`src/rtl/mem_issue_queue_pkg.sv`:
```
// Shared types and widths for the in-order memory issue queue.
// Register, operand and ROB widths mirror the core-wide defines.
package mem_issue_queue_pkg;

  localparam int PREG_W    = 6;
  localparam int XLEN      = 64;
  localparam int ROB_W     = 5;
  localparam int LS_SIZE_W = 4;
  localparam int NUM_WB    = 2;

  typedef struct packed {
    logic valid;
    logic rdy1;
    logic rdy2;
  } iq_ctl_t;

  typedef struct packed {
    logic [PREG_W-1:0]    prd;
    logic [PREG_W-1:0]    prs1;
    logic [PREG_W-1:0]    prs2;
    logic [XLEN-1:0]      src1;
    logic [XLEN-1:0]      src2;
    logic [XLEN-1:0]      imm;
    logic                 is_load;
    logic                 is_store;
    logic                 is_unsigned;
    logic [LS_SIZE_W-1:0] ls_size;
    logic                 robidx_flag;
    logic [ROB_W-1:0]     robidx;
  } iq_pay_t;

  typedef struct packed {
    logic            hit;
    logic [XLEN-1:0] data;
  } wake_t;

  // Lower-numbered ports are applied last so wb0 wins a double match; preg 0 never wakes.
  function automatic wake_t wake_sel(input logic [PREG_W-1:0] prs,
                                     input logic [NUM_WB-1:0] wb_valid,
                                     input logic [NUM_WB-1:0][PREG_W-1:0] wb_prd,
                                     input logic [NUM_WB-1:0][XLEN-1:0] wb_data);
    wake_t w;
    w.hit  = 1'b0;
    w.data = '0;
    for (int k = NUM_WB - 1; k >= 0; k--) begin
      if (wb_valid[k] && (wb_prd[k] == prs) && (prs != '0)) begin
        w.hit  = 1'b1;
        w.data = wb_data[k];
      end
    end
    return w;
  endfunction

endpackage

```
`src/rtl/mem_issue_queue_if.sv`:
```
// Issue port from the memory issue queue to memblock.
interface mem_issue_queue_if;
  import mem_issue_queue_pkg::*;

  logic                 instr_valid;
  logic                 instr_ready;
  logic [PREG_W-1:0]    prd;
  logic [XLEN-1:0]      imm;
  logic [XLEN-1:0]      src1;
  logic [XLEN-1:0]      src2;
  logic                 is_load;
  logic                 is_store;
  logic                 is_unsigned;
  logic [LS_SIZE_W-1:0] ls_size;
  logic                 robidx_flag;
  logic [ROB_W-1:0]     robidx;

  modport master (
    output instr_valid, prd, imm, src1, src2, is_load, is_store, is_unsigned,
           ls_size, robidx_flag, robidx,
    input  instr_ready
  );

  modport slave (
    input  instr_valid, prd, imm, src1, src2, is_load, is_store, is_unsigned,
           ls_size, robidx_flag, robidx,
    output instr_ready
  );

endinterface

```
`src/rtl/mem_issue_queue_rob_age_cmp.sv`:
```
// ROB age compare: a_younger is set when tag A is strictly younger than tag B.
module rob_age_cmp
  import mem_issue_queue_pkg::*;
(
  input  logic             a_flag,
  input  logic [ROB_W-1:0] a_idx,
  input  logic             b_flag,
  input  logic [ROB_W-1:0] b_idx,
  output logic             a_younger
);

  // Differing flags mean one tag has wrapped, which inverts the index order.
  assign a_younger = (a_flag ^ b_flag) ^ (b_idx < a_idx);

endmodule

```
`src/rtl/mem_issue_queue.sv`:
```
// In-order data-capture issue queue for load/store ops; only the head may issue,
// operands are captured from writeback broadcasts, and a redirect trims the young suffix.
module mem_issue_queue
  import mem_issue_queue_pkg::*;
#(
  parameter int DEPTH = 8,
  parameter int PTR_W = $clog2(DEPTH)
) (
  input  logic                 clock,
  input  logic                 reset_n,
  input  logic                 enq_valid,
  output logic                 enq_ready,
  input  logic [PREG_W-1:0]    enq_prd,
  input  logic [PREG_W-1:0]    enq_prs1,
  input  logic [PREG_W-1:0]    enq_prs2,
  input  logic                 enq_src1_rdy,
  input  logic                 enq_src2_rdy,
  input  logic [XLEN-1:0]      enq_src1,
  input  logic [XLEN-1:0]      enq_src2,
  input  logic [XLEN-1:0]      enq_imm,
  input  logic                 enq_is_load,
  input  logic                 enq_is_store,
  input  logic                 enq_is_unsigned,
  input  logic [LS_SIZE_W-1:0] enq_ls_size,
  input  logic                 enq_robidx_flag,
  input  logic [ROB_W-1:0]     enq_robidx,
  input  logic                 wb0_valid,
  input  logic [PREG_W-1:0]    wb0_prd,
  input  logic [XLEN-1:0]      wb0_data,
  input  logic                 wb1_valid,
  input  logic [PREG_W-1:0]    wb1_prd,
  input  logic [XLEN-1:0]      wb1_data,
  input  logic                 flush_valid,
  input  logic                 flush_robidx_flag,
  input  logic [ROB_W-1:0]     flush_robidx,
  output logic [PTR_W:0]       iq_count,
  mem_issue_queue_if.master    iss
);

  iq_ctl_t ctl [DEPTH];
  iq_pay_t pay [DEPTH];

  logic [PTR_W:0]   head, tail, survivors;
  logic [PTR_W-1:0] head_idx, tail_idx;
  logic             full, empty, enq_fire, issue, deq_fire;
  logic [DEPTH-1:0] younger, kill;

  logic [NUM_WB-1:0]             wb_valid;
  logic [NUM_WB-1:0][PREG_W-1:0] wb_prd;
  logic [NUM_WB-1:0][XLEN-1:0]   wb_data;

  wake_t   w1 [DEPTH];
  wake_t   w2 [DEPTH];
  wake_t   enq_w1, enq_w2;
  iq_pay_t enq_pay;

  assign wb_valid = {wb1_valid, wb0_valid};
  assign wb_prd   = {wb1_prd, wb0_prd};
  assign wb_data  = {wb1_data, wb0_data};

  assign head_idx  = head[PTR_W-1:0];
  assign tail_idx  = tail[PTR_W-1:0];
  assign full      = (head_idx == tail_idx) && (head[PTR_W] != tail[PTR_W]);
  assign empty     = (head == tail);
  assign enq_ready = ~full;
  assign enq_fire  = enq_valid & ~full & ~flush_valid;
  assign iq_count  = tail - head;

  for (genvar i = 0; i < DEPTH; i++) begin : g_age
    rob_age_cmp u_age (
      .a_flag    (pay[i].robidx_flag),
      .a_idx     (pay[i].robidx),
      .b_flag    (flush_robidx_flag),
      .b_idx     (flush_robidx),
      .a_younger (younger[i])
    );
    assign kill[i] = flush_valid & ctl[i].valid & younger[i];
  end

  always_comb begin
    for (int i = 0; i < DEPTH; i++) begin
      w1[i] = wake_sel(pay[i].prs1, wb_valid, wb_prd, wb_data);
      w2[i] = wake_sel(pay[i].prs2, wb_valid, wb_prd, wb_data);
    end
    enq_w1 = wake_sel(enq_prs1, wb_valid, wb_prd, wb_data);
    enq_w2 = wake_sel(enq_prs2, wb_valid, wb_prd, wb_data);
    // Kills form a suffix, so the survivor count alone locates the new tail.
    survivors = '0;
    for (int i = 0; i < DEPTH; i++) begin
      if (ctl[i].valid && !kill[i]) survivors = survivors + (PTR_W+1)'(1);
    end
  end

  always_comb begin
    enq_pay             = '0;
    enq_pay.prd         = enq_prd;
    enq_pay.prs1        = enq_prs1;
    enq_pay.prs2        = enq_prs2;
    enq_pay.src1        = enq_src1_rdy ? enq_src1 : enq_w1.data;
    enq_pay.src2        = enq_src2_rdy ? enq_src2 : enq_w2.data;
    enq_pay.imm         = enq_imm;
    enq_pay.is_load     = enq_is_load;
    enq_pay.is_store    = enq_is_store;
    enq_pay.is_unsigned = enq_is_unsigned;
    enq_pay.ls_size     = enq_ls_size;
    enq_pay.robidx_flag = enq_robidx_flag;
    enq_pay.robidx      = enq_robidx;
  end

  assign issue = ctl[head_idx].valid & ctl[head_idx].rdy1 &
                 (pay[head_idx].is_load | ctl[head_idx].rdy2) & ~flush_valid;
  assign deq_fire = issue & iss.instr_ready;

  assign iss.instr_valid = issue;
  assign iss.prd         = empty ? '0   : pay[head_idx].prd;
  assign iss.imm         = empty ? '0   : pay[head_idx].imm;
  assign iss.src1        = empty ? '0   : pay[head_idx].src1;
  assign iss.src2        = empty ? '0   : pay[head_idx].src2;
  assign iss.is_load     = empty ? 1'b0 : pay[head_idx].is_load;
  assign iss.is_store    = empty ? 1'b0 : pay[head_idx].is_store;
  assign iss.is_unsigned = empty ? 1'b0 : pay[head_idx].is_unsigned;
  assign iss.ls_size     = empty ? '0   : pay[head_idx].ls_size;
  assign iss.robidx_flag = empty ? 1'b0 : pay[head_idx].robidx_flag;
  assign iss.robidx      = empty ? '0   : pay[head_idx].robidx;

  always_ff @(posedge clock or negedge reset_n) begin
    if (!reset_n) begin
      head <= '0;
      tail <= '0;
      for (int i = 0; i < DEPTH; i++) ctl[i] <= '0;
    end else begin
      for (int i = 0; i < DEPTH; i++) begin
        if (kill[i]) ctl[i].valid <= 1'b0;
        if (ctl[i].valid && !ctl[i].rdy1 && w1[i].hit) ctl[i].rdy1 <= 1'b1;
        if (ctl[i].valid && !ctl[i].rdy2 && w2[i].hit) ctl[i].rdy2 <= 1'b1;
      end
      if (deq_fire) begin
        ctl[head_idx].valid <= 1'b0;
        head                <= head + (PTR_W+1)'(1);
      end
      if (flush_valid) begin
        tail <= head + survivors;
      end else if (enq_fire) begin
        tail          <= tail + (PTR_W+1)'(1);
        ctl[tail_idx] <= '{valid: 1'b1,
                           rdy1:  enq_src1_rdy | enq_w1.hit,
                           rdy2:  enq_src2_rdy | enq_w2.hit};
      end
    end
  end

  // Payload storage carries no reset; validity lives in ctl.
  always_ff @(posedge clock) begin
    for (int i = 0; i < DEPTH; i++) begin
      if (ctl[i].valid && !ctl[i].rdy1 && w1[i].hit) pay[i].src1 <= w1[i].data;
      if (ctl[i].valid && !ctl[i].rdy2 && w2[i].hit) pay[i].src2 <= w2[i].data;
    end
    if (enq_fire) pay[tail_idx] <= enq_pay;
  end

endmodule

```
`src/flat_wrapper.sv`:
```
// flat-port wrapper written by rule: the top's interface ports become plain ports
module mem_issue_queue_flat import mem_issue_queue_pkg::*;
#(
  parameter int DEPTH = 8,
  parameter int PTR_W = $clog2(DEPTH)
)
  (clock, reset_n, enq_valid, enq_ready, enq_prd, enq_prs1, enq_prs2, enq_src1_rdy, enq_src2_rdy, enq_src1, enq_src2, enq_imm, enq_is_load, enq_is_store, enq_is_unsigned, enq_ls_size, enq_robidx_flag, enq_robidx, wb0_valid, wb0_prd, wb0_data, wb1_valid, wb1_prd, wb1_data, flush_valid, flush_robidx_flag, flush_robidx, iq_count, iss_instr_valid, iss_prd, iss_imm, iss_src1, iss_src2, iss_is_load, iss_is_store, iss_is_unsigned, iss_ls_size, iss_robidx_flag, iss_robidx, iss_instr_ready);
  mem_issue_queue_if iss_i ();
  input  logic clock;
  input  logic reset_n;
  input  logic enq_valid;
  output logic enq_ready;
  input  logic [PREG_W-1:0] enq_prd;
  input  logic [PREG_W-1:0] enq_prs1;
  input  logic [PREG_W-1:0] enq_prs2;
  input  logic enq_src1_rdy;
  input  logic enq_src2_rdy;
  input  logic [XLEN-1:0] enq_src1;
  input  logic [XLEN-1:0] enq_src2;
  input  logic [XLEN-1:0] enq_imm;
  input  logic enq_is_load;
  input  logic enq_is_store;
  input  logic enq_is_unsigned;
  input  logic [LS_SIZE_W-1:0] enq_ls_size;
  input  logic enq_robidx_flag;
  input  logic [ROB_W-1:0] enq_robidx;
  input  logic wb0_valid;
  input  logic [PREG_W-1:0] wb0_prd;
  input  logic [XLEN-1:0] wb0_data;
  input  logic wb1_valid;
  input  logic [PREG_W-1:0] wb1_prd;
  input  logic [XLEN-1:0] wb1_data;
  input  logic flush_valid;
  input  logic flush_robidx_flag;
  input  logic [ROB_W-1:0] flush_robidx;
  output logic [PTR_W:0] iq_count;
  output wire logic [$bits(iss_i.instr_valid)-1:0] iss_instr_valid;
  output wire logic [$bits(iss_i.prd)-1:0] iss_prd;
  output wire logic [$bits(iss_i.imm)-1:0] iss_imm;
  output wire logic [$bits(iss_i.src1)-1:0] iss_src1;
  output wire logic [$bits(iss_i.src2)-1:0] iss_src2;
  output wire logic [$bits(iss_i.is_load)-1:0] iss_is_load;
  output wire logic [$bits(iss_i.is_store)-1:0] iss_is_store;
  output wire logic [$bits(iss_i.is_unsigned)-1:0] iss_is_unsigned;
  output wire logic [$bits(iss_i.ls_size)-1:0] iss_ls_size;
  output wire logic [$bits(iss_i.robidx_flag)-1:0] iss_robidx_flag;
  output wire logic [$bits(iss_i.robidx)-1:0] iss_robidx;
  input wire logic [$bits(iss_i.instr_ready)-1:0] iss_instr_ready;
  assign iss_instr_valid = iss_i.instr_valid;
  assign iss_prd = iss_i.prd;
  assign iss_imm = iss_i.imm;
  assign iss_src1 = iss_i.src1;
  assign iss_src2 = iss_i.src2;
  assign iss_is_load = iss_i.is_load;
  assign iss_is_store = iss_i.is_store;
  assign iss_is_unsigned = iss_i.is_unsigned;
  assign iss_ls_size = iss_i.ls_size;
  assign iss_robidx_flag = iss_i.robidx_flag;
  assign iss_robidx = iss_i.robidx;
  assign iss_i.instr_ready = iss_instr_ready;
  mem_issue_queue #(.DEPTH(DEPTH), .PTR_W(PTR_W)) u_core (.clock(clock), .reset_n(reset_n), .enq_valid(enq_valid), .enq_ready(enq_ready), .enq_prd(enq_prd), .enq_prs1(enq_prs1), .enq_prs2(enq_prs2), .enq_src1_rdy(enq_src1_rdy), .enq_src2_rdy(enq_src2_rdy), .enq_src1(enq_src1), .enq_src2(enq_src2), .enq_imm(enq_imm), .enq_is_load(enq_is_load), .enq_is_store(enq_is_store), .enq_is_unsigned(enq_is_unsigned), .enq_ls_size(enq_ls_size), .enq_robidx_flag(enq_robidx_flag), .enq_robidx(enq_robidx), .wb0_valid(wb0_valid), .wb0_prd(wb0_prd), .wb0_data(wb0_data), .wb1_valid(wb1_valid), .wb1_prd(wb1_prd), .wb1_data(wb1_data), .flush_valid(flush_valid), .flush_robidx_flag(flush_robidx_flag), .flush_robidx(flush_robidx), .iq_count(iq_count), .iss(iss_i));
endmodule
```
`config.mk`:
```
export PLATFORM = sky130hd
export DESIGN_NAME = mem_issue_queue_flat
export DESIGN_NICKNAME = d
export VERILOG_FILES = /design/src/rtl/mem_issue_queue_pkg.sv /design/src/rtl/mem_issue_queue_if.sv /design/src/rtl/mem_issue_queue_rob_age_cmp.sv /design/src/rtl/mem_issue_queue.sv /design/src/flat_wrapper.sv
export SDC_FILE = /design/constraint.sdc
export NUM_CORES = 2
export LEC_CHECK = 0
export CORE_AREA = 2 2 611 613
export DETAILED_ROUTE_END_ITERATION = 6
export DIE_AREA = 0 0 613 615
export SLEW_MARGIN = 10
export SYNTH_ARGS = -nofsm -noshare
export SYNTH_HDL_FRONTEND = slang
export SYNTH_SLANG_ARGS = --single-unit
```
`constraint.sdc`:
```
create_clock -name clock -period 7.4 [get_ports clock]
set_input_delay 2.22 -clock clock [delete_from_list [all_inputs] [get_ports clock]]
set_output_delay 2.22 -clock clock [all_outputs]
set_load 0.005 [all_outputs]
```
==> flow_summary.ini <==
[floorplanning]
core-area_um2 = 371000
die_w_um = 613
dieArea_um2 = 377000
dieHeight_um = 615
rows = 224
start_util = 0.249
ios = 595

[run_status]
violations = DRC
status = complete, but fails checks

[drt]
drt-met1-wl_um = 139000
drt_iter0_markers = 12600
drc = 9
dr_total_vias = 74500
met2_length_um = 183000
top_layer = met5
ant_nets = 0
dr.pass1.iters = 7
routedWlPerCell_um = 32.9
wl_met3_um = 58600
vias_per_cell = 6.01
drt_wl_total_um = 407000

[cts]
htreeDepth = 4
cts_root_buf = clkbuf_16
numCtsBuffers = 206
clk_pin_slew_ns = 0.06
cts_sinks = 1816
cts.path.max_buffers = 4
ctsHoldBuffers = 0
cts_tree = yes
insertion_delay_ns = 0.96

[sta]
clock.fmax_mhz = 137
hold-worst-slack_ns = 0.541
fin_crit_ns = 7.28
hold_violations = 0
max_slew_margin = 0.0303
fin_crit_sh = 0.983
clock_skew_ns = 0.0801
worst_pin_slew_ns = 1.45
drv_slew = 0
setup_viol = 0

[grt]
grt_use_total = 0.206
grt_remaining_overflow = 0
grt_pass1_vias = 72800
grt_max_degree = 124
grt_pass1_wl_um = 559000
antenna_found_initial = 86

[finish]
syn_to_final_growth_pct = 21.4
drive_above_1_share = 0.161
final_nets = 7660
nFillCells = 36700
fin_util = 0.302

[synth]
synth_top_area_cell = edfxtp_1
synth_area_um2 = 92200
yosysMostFrequentCell = edfxtp_1
ys_ff_latch = 1816
synth_cell_types = 64
synth_edf_count = 1784
async_flop_share = 0.0176
synth.avg_cell_area_um2 = 13.1
yosys-top-cells-area = edfxtp_1 (58%), mux4_2 (10%), a221oi_1 (9.5%)
synth_top_area_share = 0.581
yosys_most_used_dff = edfxtp_1
syn_nets = 7473
synth_warnings = 0
syn_inst = 7045
seq_area_frac_synth = 0.590
synth_commonest_cells = edfxtp_1 (1784), a21oi_1 (1231), a221oi_1 (1001)

[setup_path]
crit_path_top_delay_cell = nor2_4
critPathRequiredTime_ns = 5.18
cp-start-kind = flip-flop
path_delay_family = buffers and inverters
path_class = flip-flop to output pin
endpoint_kind = output pin
crit_fanout = 35
slowest_delay_ns = 0.99
critical_path_arrival_ns = 5.06
cp_common_cell = buf_12
critPathBufInv = 4
crit_chain = clkinv_1, ha_1, nand3_1, nor2_4, buf_12, buf_12, a21oi_1, clkdlybuf4s50_1

[placed_design]
dp.final_hpwl_um = 233000
io_buffer_count = 594
gp_congestion = 0.854

[pwr]
power.leakage_uw = 0.0349
ir_drop_mv = 0.288
power_uw = 36500
power.density_nw_per_um2 = 326

[worst_hold_path]
hold_class = flip-flop to flip-flop

[job]
cap_violations = 0
-- stage by stage --
stage / cell area, um2 / worst slack [ns] / TNS (ns) / instances
after floorplan: 92400 / -0.340 / -0.340 / 7045
after global placement: 105000 / -1.47 / -3.21 / 12000
after detailed placement: 105000 / -1.39 / -2.99 / 12000
after CTS: 112000 / 0.00302 / 0 / 12400
after global routing: 112000 / -0.115 / -0.115 / 12400
final: 112000 / 0.122 / 0 / 12400
-- layout make-up --
cell class | count | area, um2 | area share
diodes | 21 | 52.6 | 0.000469
inverters | 57 | 289 | 0.00258
flip-flops and latches | 1816 | 54400 | 0.486
clock buffers | 246 | 5330 | 0.0476
clock inverters | 133 | 1270 | 0.0114
repair buffers | 939 | 9650 | 0.0862
well taps | 4972 | 6220 | 0.0556
multi-input cells | 4212 | 34700 | 0.310
-- worst register-to-register path, delay by kind of cell, from the launching register on --
family,cells,cell delay (ns)
adder cells (fa/ha/maj),6,1.61
XOR/XNOR,2,0.41
buffers and inverters,3,0.20
AO/OA/AOI/OAI,13,2.04
multiplexers,3,0.81
AND/OR/NAND/NOR,6,0.71
flip-flops,1,0.38
-- layout by cell type, fill, tap and decap left out, types with 10 or more instances in the layout --
cell | synthesis | final
a21oi_1 | 1231 | 1225
a221o_1 | 129 | 129
a221oi_1 | 1001 | 1000
a22oi_1 | 16 | 16
buf_12 | 0 | 91
buf_4 | 1 | 256
bufinv_16 | 0 | 17
clkbuf_1 | 771 | 39
clkbuf_16 | 0 | 207
clkdlybuf4s50_1 | 0 | 586
clkinv_1 | 1 | 46
clkinv_2 | 0 | 37
dfrtp_1 | 32 | 29
diode_2 | 0 | 21
edfxtp_1 | 1784 | 1784
ha_1 | 48 | 40
inv_1 | 48 | 43
inv_8 | 0 | 11
mux4_2 | 424 | 424
nand2_1 | 537 | 536
nand2b_1 | 13 | 10
nand3_1 | 68 | 68
nand4_1 | 37 | 37
nor2_1 | 40 | 34
nor2b_4 | 0 | 16
nor3_1 | 67 | 45
nor3_2 | 0 | 22
o21ai_0 | 93 | 72
o21ai_1 | 128 | 130
o21ai_4 | 0 | 16
or3_1 | 10 | 10
or4_1 | 18 | 18
xnor2_1 | 233 | 232
xor2_1 | 13 | 13
-- what timing repair did --
| action | 4_1_cts | 5_1_grt |
|---|---|---|
| pin swaps | 11 | 24 |
| endpoints found under the hold margin | 0 | 0 |
| gates resized for setup | 13 | 19 |
| setup endpoints to repair | 1 | 1 |
| setup buffers | 4 | 5 |
-- where the power goes --
part           switching [uW]  internal (uW)
clock                    4540           5770
combinational            7730           5700
sequential                403          12300
-- metal layers --
metal  vias up  track usage
li1      29200            -
met4        82        0.113
met5         -     0.000511
met3      1475       0.0766
met2      6521        0.322
met1     37200        0.244
-- logic make-up (layout without fill, tap and decap cells) --
group	Yosys count	count (layout)	share of synthesized area
compound gates	2645	2645	0.194
xor+xnor	250	250	0.0242
fa+ha+maj	50	50	0.00695
buf+inv	1017	1375	0.0415
flops	1816	1816	0.590
mux	436	436	0.105
other cells	0	21	0
simple gates	831	831	0.0393
-- sequential cells by signal (all words and copies together), names as in the netlist --
register / flops
u_core.pay: 1784
u_core.tail: 4
u_core.ctl: 24
u_core.head: 4
-- worst paths after layout --
path	startpoint	endpoint	slack, ns	cells after the start
max	u_core.head[2]$_DFFE_PN0P_	iss_src2[34]	0.12	8
min	u_core.head[3]$_DFFE_PN0P_	u_core.head[3]$_DFFE_PN0P_	0.54	1
max reg2reg	u_core.pay[1][1]$_DFFE_PP_	u_core.tail[3]$_DFFE_PN0P_	1.18	33
min reg2reg	u_core.head[3]$_DFFE_PN0P_	u_core.head[3]$_DFFE_PN0P_	0.54	1
max in group asynchronous	reset_n	u_core.head[2]$_DFFE_PN0P_	5.35	1
min in group asynchronous	reset_n	u_core.ctl[5]$_DFF_PN0_	1.42	1
Note: power is estimated with default switching activity, not from simulation.
